[src/rtl/stack_param_if.sv]
// Command/response bundle for stack_param. The master drives the command
// side (COMMAND, INDEX, DIN); the slave returns registered read data,
// occupancy and status.
interface stack_param_if #(
  parameter int DATA_W = 4,
  parameter int IDX_W  = 3
);
  logic [1:0]        COMMAND;
  logic [IDX_W-1:0]  INDEX;
  logic [DATA_W-1:0] DIN;
  logic [DATA_W-1:0] DOUT;
  logic              DOUT_VALID;
  logic [IDX_W:0]    COUNT;
  logic              FULL;
  logic              EMPTY;
  logic              ERROR;

  modport master (
    output COMMAND, INDEX, DIN,
    input  DOUT, DOUT_VALID, COUNT, FULL, EMPTY, ERROR
  );

  modport slave (
    input  COMMAND, INDEX, DIN,
    output DOUT, DOUT_VALID, COUNT, FULL, EMPTY, ERROR
  );
endinterface

[src/rtl/stack_param.sv]
// Parameterised LIFO stack built on a circular array. PTR is the next write
// slot, so the top of stack always sits at PTR-1 (mod DEPTH). With
// WRAP_MODE=1 a push onto a full stack overwrites the oldest entry, which is
// exactly the slot PTR points at once the array has gone round.
// All outputs are registered; reset is synchronous and clears the array too.
module stack_param #(
  parameter int DATA_W    = 4,
  parameter int DEPTH     = 5,
  parameter int IDX_W     = 3,
  parameter int WRAP_MODE = 1
) (
  input  logic         CLK,
  input  logic         RESET,
  stack_param_if.slave bus
);

  localparam logic [1:0] CMD_NOP  = 2'b00;
  localparam logic [1:0] CMD_PUSH = 2'b01;
  localparam logic [1:0] CMD_POP  = 2'b10;
  localparam logic [1:0] CMD_GET  = 2'b11;

  localparam logic [IDX_W-1:0] PTR_LAST = IDX_W'(DEPTH - 1);
  localparam logic [IDX_W:0]   CNT_MAX  = (IDX_W + 1)'(DEPTH);
  localparam logic [IDX_W+1:0] DEPTH_X  = (IDX_W + 2)'(DEPTH);
  localparam logic [IDX_W+1:0] ONE_X    = (IDX_W + 2)'(1);

  logic [DATA_W-1:0] mem_q [DEPTH];
  logic [DATA_W-1:0] mem_d [DEPTH];
  logic [IDX_W-1:0]  ptr_q, ptr_d;
  logic [IDX_W:0]    count_q, count_d;
  logic [DATA_W-1:0] dout_q, dout_d;
  logic              valid_q, valid_d;
  logic              error_q, error_d;
  logic              full_q, full_d;
  logic              empty_q, empty_d;

  logic [IDX_W-1:0]  ptr_inc, ptr_dec, get_addr;
  logic [IDX_W+1:0]  get_sum, get_addr_x;
  logic              index_ok;

  // Pointer neighbours and GET address. Adding DEPTH before subtracting keeps
  // the sum non-negative whenever INDEX < COUNT, so one conditional subtract
  // completes the modulo.
  always_comb begin
    ptr_inc    = (ptr_q == PTR_LAST) ? '0 : ptr_q + 1'b1;
    ptr_dec    = (ptr_q == '0) ? PTR_LAST : ptr_q - 1'b1;
    get_sum    = {2'b00, ptr_q} + DEPTH_X - ONE_X - {2'b00, bus.INDEX};
    get_addr_x = (get_sum >= DEPTH_X) ? get_sum - DEPTH_X : get_sum;
    get_addr   = IDX_W'(get_addr_x);
    index_ok   = ({1'b0, bus.INDEX} < count_q);
  end

  // Next-state for the array, pointer, occupancy and the one-cycle outputs.
  always_comb begin
    mem_d   = mem_q;
    ptr_d   = ptr_q;
    count_d = count_q;
    dout_d  = '0;
    valid_d = 1'b0;
    error_d = 1'b0;

    if (RESET) begin
      for (int i = 0; i < DEPTH; i++) mem_d[i] = '0;
      ptr_d   = '0;
      count_d = '0;
    end else begin
      case (bus.COMMAND)
        CMD_PUSH: begin
          if (count_q != CNT_MAX) begin
            mem_d[ptr_q] = bus.DIN;
            ptr_d        = ptr_inc;
            count_d      = count_q + 1'b1;
          end else if (WRAP_MODE != 0) begin
            mem_d[ptr_q] = bus.DIN;
            ptr_d        = ptr_inc;
          end else begin
            error_d = 1'b1;
          end
        end
        CMD_POP: begin
          if (count_q != '0) begin
            ptr_d   = ptr_dec;
            dout_d  = mem_q[ptr_dec];
            valid_d = 1'b1;
            count_d = count_q - 1'b1;
          end else begin
            error_d = 1'b1;
          end
        end
        CMD_GET: begin
          if (index_ok) begin
            dout_d  = mem_q[get_addr];
            valid_d = 1'b1;
          end else begin
            error_d = 1'b1;
          end
        end
        CMD_NOP: ;
        default: ;
      endcase
    end

    full_d  = (count_d == CNT_MAX);
    empty_d = (count_d == '0);
  end

  // State and output registers; reset is folded into the next-state logic.
  always_ff @(posedge CLK) begin
    mem_q   <= mem_d;
    ptr_q   <= ptr_d;
    count_q <= count_d;
    dout_q  <= dout_d;
    valid_q <= valid_d;
    error_q <= error_d;
    full_q  <= full_d;
    empty_q <= empty_d;
  end

  assign bus.DOUT       = dout_q;
  assign bus.DOUT_VALID = valid_q;
  assign bus.COUNT      = count_q;
  assign bus.FULL       = full_q;
  assign bus.EMPTY      = empty_q;
  assign bus.ERROR      = error_q;

endmodule

[src/flat_wrapper.sv]
// flat-port wrapper written by rule: the top's interface ports become plain ports
module stack_param_flat 
#(
  parameter int DATA_W    = 4,
  parameter int DEPTH     = 5,
  parameter int IDX_W     = 3,
  parameter int WRAP_MODE = 1
)
  (CLK, RESET, bus_COMMAND, bus_INDEX, bus_DIN, bus_DOUT, bus_DOUT_VALID, bus_COUNT, bus_FULL, bus_EMPTY, bus_ERROR);
  stack_param_if #(.DATA_W(DATA_W), .IDX_W(IDX_W)) bus_i ();
  input  logic CLK;
  input  logic RESET;
  input wire logic [$bits(bus_i.COMMAND)-1:0] bus_COMMAND;
  input wire logic [$bits(bus_i.INDEX)-1:0] bus_INDEX;
  input wire logic [$bits(bus_i.DIN)-1:0] bus_DIN;
  output wire logic [$bits(bus_i.DOUT)-1:0] bus_DOUT;
  output wire logic [$bits(bus_i.DOUT_VALID)-1:0] bus_DOUT_VALID;
  output wire logic [$bits(bus_i.COUNT)-1:0] bus_COUNT;
  output wire logic [$bits(bus_i.FULL)-1:0] bus_FULL;
  output wire logic [$bits(bus_i.EMPTY)-1:0] bus_EMPTY;
  output wire logic [$bits(bus_i.ERROR)-1:0] bus_ERROR;
  assign bus_i.COMMAND = bus_COMMAND;
  assign bus_i.INDEX = bus_INDEX;
  assign bus_i.DIN = bus_DIN;
  assign bus_DOUT = bus_i.DOUT;
  assign bus_DOUT_VALID = bus_i.DOUT_VALID;
  assign bus_COUNT = bus_i.COUNT;
  assign bus_FULL = bus_i.FULL;
  assign bus_EMPTY = bus_i.EMPTY;
  assign bus_ERROR = bus_i.ERROR;
  stack_param #(.DATA_W(DATA_W), .DEPTH(DEPTH), .IDX_W(IDX_W), .WRAP_MODE(WRAP_MODE)) u_core (.CLK(CLK), .RESET(RESET), .bus(bus_i));
endmodule
[config.mk]
export PLATFORM = sky130hd
export DESIGN_NAME = stack_param_flat
export DESIGN_NICKNAME = d
export VERILOG_FILES = /design/src/rtl/stack_param_if.sv /design/src/rtl/stack_param.sv /design/src/flat_wrapper.sv
export SDC_FILE = /design/constraint.sdc
export NUM_CORES = 1
export LEC_CHECK = 0
export BUFFER_PORTS_ARGS = -buffer_cell sky130_fd_sc_hd__buf_2
export CAP_MARGIN = 40
export CORE_MARGIN = 2
export CORE_UTILIZATION = 54
export DETAILED_ROUTE_END_ITERATION = 16
export PLACE_DENSITY = 0.78
export REMOVE_ABC_BUFFERS = 1
export SKIP_CTS_REPAIR_TIMING = 1
export SLEW_MARGIN = 5
export SYNTH_ARGS = -nofsm -noshare
export SYNTH_HDL_FRONTEND = slang
export SYNTH_SLANG_ARGS = --single-unit
[constraint.sdc]
create_clock -name CLK -period 3.2 [get_ports CLK]
set_clock_uncertainty 0.2 [all_clocks]
set_input_delay 0.32 -clock CLK [delete_from_list [all_inputs] [get_ports CLK]]
set_output_delay 0.32 -clock CLK [all_outputs]
set_load 0.05 [all_outputs]
==> qor.txt <==
status: complete, no violations
CTS Sinks: 35
FMAX: 0.319 GHz
reg2reg end: u_core.bus.DOUT[1]
initial antenna violation count: 0
Post-Synthesis Cells: 276
port buffer count: 22
1st-iter DRT viols: 171
WP data arrival: 3.16 ns
die width: 71.3 um
WHS Endpoint: u_core.mem_q[15]
most frequent CP cell: inv_1
final worst setup slack: 0.0621 ns
Routed Antenna Nets: 0
Ys Warns: 0
area leader, netlist: dfxtp_1
post-DP HPWL: 4.48 mm
Clock Path Buffers: 2
crit end category: register
synthesis-to-layout area growth: 15.6%
Total GRT Usage: 25.0%
Initial Util: 56.1%
vias in the first global route: 2100
largest net degree at the start of global routing: 23
mapped cell area: 2440 um2
HP Class: input port to register
metal3 WL: 404 um
flop-to-flop setup slack: 0.06 ns
Clock Pin Slew Worst Setup and Hold Paths: 0.09 ns
diode count: 0
root buf cell: clkbuf_8
synth top area cells: dfxtp_1 29%, mux2i_1 9.8%, ha_1 9.2%, nor2_1 4.9%, mux4_2 3.7%
Highest Signal Layer: met4
IO Count: 23
max incr delay on CP: 0.52 ns
worst setup path category: register to register
Metal-1 WL: 2.79 mm
grt total ovfl: 0
Synth top area share: 28.7%
fin nets: 338
Crit path depth: 11
critical path buffer and inverter count: 2
startpoint types: register
part of the Yosys area used for sequential elements: 28.7%
Final Cycle Share: 98.1%
Post-synth EDFFs: 0
vias per cell: 6.08
Tmin final: 3.14 ns
Worst Path Max Fanout: 8
Top delay family on crit path: adder cells
ratio of cells with drive above 1 in the final layout: 20.7%
syn_area_per_cell: 8.86 um2
max-cap viol count: 0
Crit-path slowest cell: fa_1
DR WL met2: 2.67 mm
reg-to-reg startpoint: u_core.ptr_q[1]
pwr dens: 531 nW/um2
GPL Wtd Cong: 0.864
WP data required: 3.23 ns
Final TNS setup: 0 ns
# rows: 24
leakage power: 1.21 nW
ys async rst share: 0%
Yosys cell types: 51
Max VDD drop: 0.369 mV
DRC viols: 0
RSZ-0062 raised after global routing: no
Hold Crit Start: bus_DIN[3]
worst slew pin tran: 0.807 ns
Num CTS Buffers: 5
Core ar.: 4350 um2
chip height: 71.3 um
commonest cells in the netlist: 35 x dfxtp_1, 32 x nor2_1, 24 x mux2i_1, 19 x inv_1, 18 x ha_1
setup violators final: 0
Total Wirelength: 5.93 mm
Slew headroom: 45.8%
Top FF cell, synth: dfxtp_1
FF+latch count, synth: 35
worst reg2reg path depth: 11
worst slack at placement: 0.0529 ns
die footprint: 5080 um2
Hold Crit Depth: 3
crit path cell chain: inv_1 -> ha_4 -> fa_1 -> inv_1 -> ha_1 -> or3_4 -> nor4_1 -> o21ai_1 -> o211ai_2 -> o41a_1 -> a2bb2oi_1
Final Hold Vio Count: 0
vias: 2194
CTS H-tree lvls: 2
routed len/inst: 16.4 um
cell with the most instances after synthesis: dfxtp_1
drt first pass iters: 6
Clk Latency, worst-skew pair: 0.29 ns
first-pass GRT wire length: 10.2 mm
CTS tree: yes
Slew Viols, Final: 0
==> worst min-delay path, delay by kind of cell <==
family / cells / cell delay [ns]
buffers and inverters: 1 / 0.12
multiplexers: 1 / 0.07
AND/OR/NAND/NOR: 1 / 0.07
==> sequential cells by signal (all words and copies together), names as in the netlist <==
name                   cells
u_core.bus.COUNT           4
u_core.bus.ERROR           1
u_core.mem_q              20
u_core.bus.FULL            1
u_core.bus.DOUT            4
u_core.ptr_q               3
u_core.bus.EMPTY           1
u_core.bus.DOUT_VALID      1
==> power breakdown <==
part,switching [mW],total [mW],internal (mW)
sequential,0.0179,0.474,0.456
clock,0.182,0.338,0.156
combinational,0.408,0.689,0.281
==> routing by layer <==
metal | global-route usage, % | vias to the layer above
met5 | 0 | -
met4 | 6.92 | 0
met3 | 5.34 | 10
met2 | 37.3 | 80
met1 | 36.7 | 1024
li1 | - | 1080
==> cells in the final DEF, fill, tap and decap left out, types with 3 or more instances in the layout <==
cell	count
nand4_1	3
a22oi_1	6
nand3_1	4
o41a_1	4
mux2i_1	23
inv_1	18
a2bb2oi_1	4
ha_1	15
xnor2_2	3
a211oi_1	4
mux4_2	4
buf_4	13
o21ai_0	4
a21boi_0	8
a21o_1	5
o31ai_1	5
nand2_1	10
nor2_1	32
buf_2	22
nor4_1	3
and3_1	9
dfxtp_1	35
nor3_1	9
nor2b_1	7
a41oi_1	4
a21oi_1	12
clkbuf_8	5
==> cell type report <==
type,count,area (um2)
clock buffers,5,68.8
well taps,52,65.1
inverters,19,71.3
fillers,360,1530
flip-flops and latches,35,701
multi-input cells,211,1670
clock inverters,3,23.8
repair buffers,36,228
==> worst max path at each step <==
stage	startpoint	end	slack, ns
after floorplan	u_core.ptr_q[0]	u_core.bus.DOUT[0]	-0.07
after global placement	u_core.ptr_q[0]	u_core.bus.DOUT[0]	0.10
after detailed placement	u_core.ptr_q[0]	u_core.bus.DOUT[0]	0.05
after CTS	u_core.ptr_q[1]	u_core.bus.DOUT[0]	0.03
after global routing	u_core.ptr_q[1]	u_core.bus.DOUT[2]	0.01
final	u_core.ptr_q[1]	u_core.bus.DOUT[1]	0.06
==> logic make-up after synthesis <==
group           Yosys count  synth area share [%]
simple gates             85                  17.3
compound gates           72                  22.2
flops                    35                  28.7
buf+inv                  30                  4.86
mux                      30                  14.6
fa+ha+maj                19                  10.0
xor+xnor                  5                  2.41
==> through the flow <==
| stage | std cells | cell area (um2) | hold WS [ns] | util, % | power, mW |
|---|---|---|---|---|---|
| 6_report | 361 | 2830 | 0.128 | 64.9 | 1.50 |
| 5_1_grt | 361 | 2830 | 0.138 | 64.9 | 1.58 |
| 4_1_cts | 361 | 2780 | 0.131 | 63.9 | 1.47 |
| 3_5_place_dp | 353 | 2690 | 0.326 | 61.8 | 1.14 |
| 3_3_place_gp | 353 | 2690 | 0.298 | 61.8 | 1.12 |
| 2_1_floorplan | 265 | 2400 | 0.189 | - | 0.926 |
Note: power is estimated with default switching activity, not from simulation.
